<file path="config.mk">
export PLATFORM = sky130hd
export DESIGN_NAME = lsu_handshake
export DESIGN_NICKNAME = d
export VERILOG_FILES = /design/src/rtl/lsu_pkg.sv /design/src/rtl/lsu_align.sv /design/src/rtl/lsu_handshake.sv
export SDC_FILE = /design/constraint.sdc
export NUM_CORES = 1
export LEC_CHECK = 0
export BUFFER_PORTS_ARGS = -buffer_cell sky130_fd_sc_hd__buf_4
export CORE_MARGIN = 2
export CORE_UTILIZATION = 45
export CTS_BUF_LIST = sky130_fd_sc_hd__clkbuf_16
export CTS_CLUSTER_SIZE = 40
export DETAILED_ROUTE_END_ITERATION = 16
export PLACE_DENSITY = 0.72
export SYNTH_ARGS = -nofsm -noshare
export SYNTH_HDL_FRONTEND = slang
export SYNTH_SLANG_ARGS = --single-unit
export TNS_END_PERCENT = 30
</file>
<file path="constraint.sdc">
create_clock -name i_clk -period 2.1 [get_ports i_clk]
set_input_delay 0.105 -clock i_clk [delete_from_list [all_inputs] [get_ports i_clk]]
set_output_delay 0.105 -clock i_clk [all_outputs]
set_load 0.05 [all_outputs]
</file>
<file path="src/rtl/lsu_pkg.sv">
`default_nettype none
// ============================================================================
// lsu_pkg : size encodings, FSM states and alignment check for the LSU
// Revision: 1.0
// ============================================================================
package lsu_pkg;

  localparam logic [1:0] c_SZ_B = 2'd0;
  localparam logic [1:0] c_SZ_H = 2'd1;
  localparam logic [1:0] c_SZ_W = 2'd2;
  localparam logic [1:0] c_SZ_D = 2'd3;

  typedef logic [1:0] lsu_state_t;

  localparam lsu_state_t c_ST_IDLE  = 2'd0;
  localparam lsu_state_t c_ST_ISSUE = 2'd1;
  localparam lsu_state_t c_ST_WAIT  = 2'd2;
  localparam lsu_state_t c_ST_DONE  = 2'd3;

  // Doubleword is only a legal size on a 64-bit datapath.
  function automatic logic lsu_misaligned(input logic [1:0] size,
                                          input logic [2:0] addr_lo,
                                          input logic       is64);
    logic bad;
    case (size)
      c_SZ_B:  bad = 1'b0;
      c_SZ_H:  bad = addr_lo[0];
      c_SZ_W:  bad = |addr_lo[1:0];
      default: bad = ~is64 | (|addr_lo);
    endcase
    return bad;
  endfunction

endpackage
`default_nettype wire

</file>
<file path="src/rtl/lsu_align.sv">
`default_nettype none
// ============================================================================
// lsu_align : byte-lane mask, store lane shift, load shift and extension
// Revision: 1.0
// ============================================================================
module lsu_align
  import lsu_pkg::*;
#(
  parameter int XLEN = 32
) (
  input  logic [1:0]                  i_size,
  input  logic                        i_unsigned,
  input  logic [$clog2(XLEN/8)-1:0]   i_offset,
  input  logic [XLEN-1:0]             i_wdata,
  input  logic [XLEN-1:0]             i_rdata,
  output logic [XLEN/8-1:0]           o_mask,
  output logic [XLEN-1:0]             o_wdata,
  output logic [XLEN-1:0]             o_rdata
);

  localparam int MASK_W = XLEN / 8;
  localparam int OFF_W  = $clog2(MASK_W);

  logic [MASK_W-1:0]      w_base;
  logic [6:0]             w_pad;
  logic [OFF_W+2:0]       w_lane;
  logic [XLEN-1:0]        w_shifted;
  logic [XLEN-1:0]        w_left;
  logic [XLEN-1:0]        w_zext;
  logic signed [XLEN-1:0] w_sext;

  always_comb begin
    case (i_size)
      c_SZ_B: begin
        w_base = MASK_W'(1);
        w_pad  = 7'(XLEN - 8);
      end
      c_SZ_H: begin
        w_base = MASK_W'(3);
        w_pad  = 7'(XLEN - 16);
      end
      c_SZ_W: begin
        w_base = MASK_W'(15);
        w_pad  = 7'(XLEN - 32);
      end
      default: begin
        w_base = '1;
        w_pad  = 7'd0;
      end
    endcase
  end

  assign w_lane  = {i_offset, 3'b000};
  assign o_mask  = w_base << i_offset;
  assign o_wdata = i_wdata << w_lane;

  // Push the loaded field to the top, then shift back down to extend it.
  assign w_shifted = i_rdata >> w_lane;
  assign w_left    = w_shifted << w_pad;
  assign w_zext    = w_left >> w_pad;
  assign w_sext    = $signed(w_left) >>> w_pad;
  assign o_rdata   = i_unsigned ? w_zext : w_sext;

endmodule
`default_nettype wire

</file>
<file path="src/rtl/lsu_handshake.sv">
`default_nettype none
// ============================================================================
// lsu_handshake : single-outstanding load/store unit with valid/ready memory
// Revision: 1.0
// ============================================================================
module lsu_handshake
  import lsu_pkg::*;
#(
  parameter int XLEN    = 32,
  parameter int TIMEOUT = 255,
  parameter int CNT_W   = 8
) (
  input  logic                i_clk,
  input  logic                i_rst_n,
  input  logic                i_req_valid,
  output logic                o_req_ready,
  input  logic                i_req_write,
  input  logic [1:0]          i_req_size,
  input  logic                i_req_unsigned,
  input  logic [XLEN-1:0]     i_req_addr,
  input  logic [XLEN-1:0]     i_req_wdata,
  input  logic [4:0]          i_req_rd,
  output logic [XLEN-1:0]     o_mem_addr,
  output logic                o_mem_ren,
  output logic                o_mem_wen,
  output logic [XLEN/8-1:0]   o_mem_mask,
  output logic [XLEN-1:0]     o_mem_wdata,
  input  logic                i_mem_ready,
  input  logic                i_mem_valid,
  input  logic [XLEN-1:0]     i_mem_rdata,
  output logic                o_rsp_valid,
  input  logic                i_rsp_ready,
  output logic [XLEN-1:0]     o_rsp_rdata,
  output logic [4:0]          o_rsp_rd,
  output logic                o_rsp_trap
);

  localparam int MASK_W = XLEN / 8;
  localparam int OFF_W  = $clog2(MASK_W);

  lsu_state_t        state_q, state_d;
  logic              write_q, write_d;
  logic [1:0]        size_q, size_d;
  logic              unsigned_q, unsigned_d;
  logic [XLEN-1:0]   addr_q, addr_d;
  logic [XLEN-1:0]   wdata_q, wdata_d;
  logic [4:0]        rd_q, rd_d;
  logic [CNT_W-1:0]  cnt_q, cnt_d;
  logic [XLEN-1:0]   rsp_rdata_q, rsp_rdata_d;
  logic              rsp_trap_q, rsp_trap_d;

  logic              w_req_bad;
  logic              w_issue;
  logic              w_done;
  logic              w_timeout;
  logic [CNT_W-1:0]  w_cnt_inc;
  logic [MASK_W-1:0] w_req_mask;
  logic [XLEN-1:0]   w_req_wdata;
  logic [XLEN-1:0]   w_req_rdata;
  logic [MASK_W-1:0] w_rsp_mask;
  logic [XLEN-1:0]   w_rsp_wdata;
  logic [XLEN-1:0]   w_rsp_rdata;
  logic              w_unused_align;

  assign w_req_bad = lsu_misaligned(i_req_size, i_req_addr[2:0], XLEN == 64);
  assign w_cnt_inc = cnt_q + CNT_W'(1);

  // The counter holds WAIT cycles already spent, so the TIMEOUT-th cycle gives up.
  generate
    if (TIMEOUT != 0) begin : g_timeout
      assign w_timeout = (w_cnt_inc == CNT_W'(TIMEOUT));
    end else begin : g_no_timeout
      assign w_timeout = 1'b0;
    end
  endgenerate

  lsu_align #(.XLEN(XLEN)) u_req_align (
    .i_size     (size_q),
    .i_unsigned (unsigned_q),
    .i_offset   (addr_q[OFF_W-1:0]),
    .i_wdata    (wdata_q),
    .i_rdata    ('0),
    .o_mask     (w_req_mask),
    .o_wdata    (w_req_wdata),
    .o_rdata    (w_req_rdata)
  );

  lsu_align #(.XLEN(XLEN)) u_rsp_align (
    .i_size     (size_q),
    .i_unsigned (unsigned_q),
    .i_offset   (addr_q[OFF_W-1:0]),
    .i_wdata    ('0),
    .i_rdata    (i_mem_rdata),
    .o_mask     (w_rsp_mask),
    .o_wdata    (w_rsp_wdata),
    .o_rdata    (w_rsp_rdata)
  );

  assign w_unused_align = &{1'b0, w_req_rdata, w_rsp_mask, w_rsp_wdata};

  always_comb begin
    state_d     = state_q;
    write_d     = write_q;
    size_d      = size_q;
    unsigned_d  = unsigned_q;
    addr_d      = addr_q;
    wdata_d     = wdata_q;
    rd_d        = rd_q;
    cnt_d       = cnt_q;
    rsp_rdata_d = rsp_rdata_q;
    rsp_trap_d  = rsp_trap_q;
    case (state_q)
      c_ST_IDLE: begin
        if (i_req_valid) begin
          write_d     = i_req_write;
          size_d      = i_req_size;
          unsigned_d  = i_req_unsigned;
          addr_d      = i_req_addr;
          wdata_d     = i_req_wdata;
          rd_d        = i_req_rd;
          rsp_rdata_d = '0;
          rsp_trap_d  = w_req_bad;
          state_d     = w_req_bad ? c_ST_DONE : c_ST_ISSUE;
        end
      end
      c_ST_ISSUE: begin
        if (i_mem_ready) begin
          cnt_d   = '0;
          state_d = write_q ? c_ST_DONE : c_ST_WAIT;
        end
      end
      c_ST_WAIT: begin
        cnt_d = w_cnt_inc;
        if (i_mem_valid) begin
          rsp_rdata_d = w_rsp_rdata;
          state_d     = c_ST_DONE;
        end else if (w_timeout) begin
          rsp_trap_d  = 1'b1;
          rsp_rdata_d = '0;
          state_d     = c_ST_DONE;
        end
      end
      default: begin
        if (i_rsp_ready) begin
          state_d = c_ST_IDLE;
        end
      end
    endcase
  end

  always_ff @(posedge i_clk or negedge i_rst_n) begin
    if (!i_rst_n) begin
      state_q     <= c_ST_IDLE;
      write_q     <= 1'b0;
      size_q      <= 2'd0;
      unsigned_q  <= 1'b0;
      addr_q      <= '0;
      wdata_q     <= '0;
      rd_q        <= 5'd0;
      cnt_q       <= '0;
      rsp_rdata_q <= '0;
      rsp_trap_q  <= 1'b0;
    end else begin
      state_q     <= state_d;
      write_q     <= write_d;
      size_q      <= size_d;
      unsigned_q  <= unsigned_d;
      addr_q      <= addr_d;
      wdata_q     <= wdata_d;
      rd_q        <= rd_d;
      cnt_q       <= cnt_d;
      rsp_rdata_q <= rsp_rdata_d;
      rsp_trap_q  <= rsp_trap_d;
    end
  end

  assign w_issue = (state_q == c_ST_ISSUE);
  assign w_done  = (state_q == c_ST_DONE);

  assign o_req_ready = (state_q == c_ST_IDLE);
  assign o_mem_ren   = w_issue & ~write_q;
  assign o_mem_wen   = w_issue & write_q;
  assign o_mem_addr  = w_issue ? {addr_q[XLEN-1:OFF_W], {OFF_W{1'b0}}} : '0;
  assign o_mem_mask  = w_issue ? w_req_mask : '0;
  assign o_mem_wdata = (w_issue & write_q) ? w_req_wdata : '0;
  assign o_rsp_valid = w_done;
  assign o_rsp_rdata = w_done ? rsp_rdata_q : '0;
  assign o_rsp_rd    = (w_done & ~write_q) ? rd_q : 5'd0;
  assign o_rsp_trap  = w_done & rsp_trap_q;

endmodule
`default_nettype wire
</file>
==> results.py <==
metrics = {
    "status": {
        "status": "finished, final reports clean",
    },
    "floorplanning": {
        "ios": 221,
        "dieHeight_um": 127,
        "chipWidth_um": 127,
        "placementRows": 44,
        "coreArea_um2": 14600,
        "initial_core_util": 0.464,
        "dieArea_um2": 16100,
    },
    "setup_path": {
        "critPathArrivalTime_ns": 1.93,
        "crit_fanout": 8,
        "criticalPathCategory": "flip-flop to output pin",
        "end_kind": "output pin",
        "crit_path_start_kind": "flip-flop",
        "crit_required_ns": 2.00,
        "regToRegSetupSlack_ns": 0.10,
    },
    "routing": {
        "drt_pass1_iterations": 5,
        "ant_nets": 0,
        "drt_iter0_markers": 368,
        "wl_um": 21300,
        "drc": 0,
        "vias": 6287,
        "avgRoutedWirePerCell_um": 18.5,
        "via_per_inst": 5.46,
    },
    "sta": {
        "fmax_mhz": 492,
        "setup_ws_ns": 0.0669,
        "fin_crit_sh": 0.968,
        "worst_pin_slew_ns": 0.693,
        "skew_ns": 0.00799,
        "drv_slew": 0,
        "period_needed_ns": 2.03,
        "worst_slew_margin_rel": 0.536,
        "hold_violations": 0,
        "finalSetupViolCount": 0,
        "rsz0062_at_grt": "yes",
    },
    "grt": {
        "grt_max_degree": 45,
        "overflow": 0,
        "grt_pass1_wl_um": 33900,
        "antenna_found_initial": 0,
        "grt_pass1_vias": 6586,
        "track_usage": 0.265,
    },
    "place": {
        "hpwlAfterDp_um": 14200,
        "dp_slack_ns": 0.103,
        "gp_congestion": 0.832,
        "numPortBuffers": 218,
        "dp.cells": 1038,
    },
    "power": {
        "vdd_drop_max_uv": 984,
        "power.density_nw_per_um2": 1430,
        "p_leak_nw": 4.72,
    },
    "clock_network": {
        "clk_latency_ns": 0.41,
        "clkTransAtPathRegs_ns": 0.05,
        "clockRootBuffer": "clkbuf_16",
        "numCtsBuffers": 17,
        "clockBufferDepth": 2,
        "cts_tree": "built",
        "htreeDepth": 4,
        "cts.sinks": 116,
    },
    "layout": {
        "nNetsFinal": 1074,
        "layout.cells.non_filler": 1151,
        "syn2layout_area_growth_pct": 48.4,
        "layout_common_cells": "buf_4, dfrtp_1, dlygate4sd3_1",
        "final_common_cell": "buf_4",
        "antennaDiodeCount": 0,
        "final_util": 0.689,
        "drive_gt1_frac": 0.414,
    },
    "flow_run": {
        "maxCapViolations": 0,
    },
    "synthesis": {
        "ys_seq_area_frac": 0.427,
        "syn_area_um2": 6800,
        "async_flop_share": 1.00,
        "yosys.cell_types.count": 53,
        "ys.flop_type": "dfrtp_1",
        "synth-edff-count": 0,
        "avgSynthCellArea_um2": 10.4,
        "synth_warnings": 0,
        "ys_ff_latch": 116,
        "synthCells": 655,
    },
    "min_path": {
        "hp-class": "input pin to flip-flop",
    },
}
## worst max-delay path, stage by stage, from the launching register on
cell     delay, ns
dfrtp_1       0.41
inv_2         0.09
ha_4          0.16
nor2b_4       0.18
nand2_2       0.07
nor2_1        0.10
buf_4         0.16
and2_1        0.16
buf_6         0.17
## state kept, by name (all words and copies together) (netlist names)
signal       cells
rsp_trap_q       1
cnt_q            8
rsp_rdata_q     32
state_q          2
wdata_q         32
size_q           2
addr_q          32
write_q          1
unsigned_q       1
rd_q             5
## synth_stat cells, drive strengths merged, types with 20 or more instances
cell,number,area (µm²)
a211oi,31,233
a21oi,32,164
and2,77,482
buf,24,153
clkbuf,20,75.1
dfrtp,116,2900
inv,37,139
mux2,74,833
mux2i,37,387
nor2,43,161
nor2b,22,138
o21ai,34,230
## per-layer routing
metal / vias up / global-route usage / routed length [µm]
li1: 2913 / - / -
met1: 3084 / 0.320 / 8710
met2: 256 / 0.457 / 10600
met3: 34 / 0.0806 / 1550
met4: 0 / 0.0814 / 388
met5: - / 0 / 0
## final timing paths
check / from / depth (start not counted) / endpoint
hold / removal: i_mem_valid / 3 / rsp_trap_q$_DFFE_PN0P_
max in group asynchronous: i_rst_n / 3 / addr_q[4]$_DFFE_PN0P_
setup reg to reg: state_q[0]$_DFFE_PN0P_ / 6 / state_q[0]$_DFFE_PN0P_
hold reg to reg: addr_q[29]$_DFFE_PN0P_ / 1 / addr_q[29]$_DFFE_PN0P_
min in group asynchronous: i_rst_n / 2 / rsp_rdata_q[20]$_DFFE_PN0P_
setup / recovery: state_q[1]$_DFFE_PN0P_ / 8 / o_mem_wdata[4]
## where the power goes
group          total [mW]  switching [mW]  internal [mW]
sequential           4.08           0.821           3.26
clock                2.40           0.960           1.44
combinational        7.97            4.78           3.19
total                14.4            6.56           7.88
## area by class of cell
class,instances,area [µm²]
fillers,1075,4550
inverters,37,139
clock inverters,12,52.6
repair buffers,326,2740
multi-input cells,459,3590
well taps,184,230
flip-flops and latches,116,2910
clock buffers,17,425
## logic make-up (layout without fill, tap and decap cells)
logic type / count (synthesis) / in the layout / share of synthesized area
other: 1 / 2 / 0.000551
flip-flops: 116 / 116 / 0.427
buffers and inverters: 81 / 392 / 0.0539
multiplexers: 111 / 111 / 0.179
AO/OA/AOI/OAI: 155 / 155 / 0.174
AND/OR/NAND/NOR: 185 / 185 / 0.155
adder cells (fa/ha/maj): 6 / 6 / 0.0110
## stage by stage
stage                     power [mW]  instance area, µm²  hold WS (ns)  TNS (ns)
final                           14.4               10100        0.0526         0
after CTS                       14.3               10000        0.0320         0
after floorplan                 9.43                6810        -0.191     -2.30
after global placement          11.4                8700         0.112         0
after global routing            15.3               10100        0.0624    -0.228
after detailed placement        11.6                8700         0.122         0
## repair_timing
item	in CTS	in global routing
hold buffers	82	0
resized for setup	9	12
buffers inserted	1	1
setup endpoints to repair	43	31
cloned	0	0
hold endpoints to repair	115	0
Power figures use the tool's default switching activity.
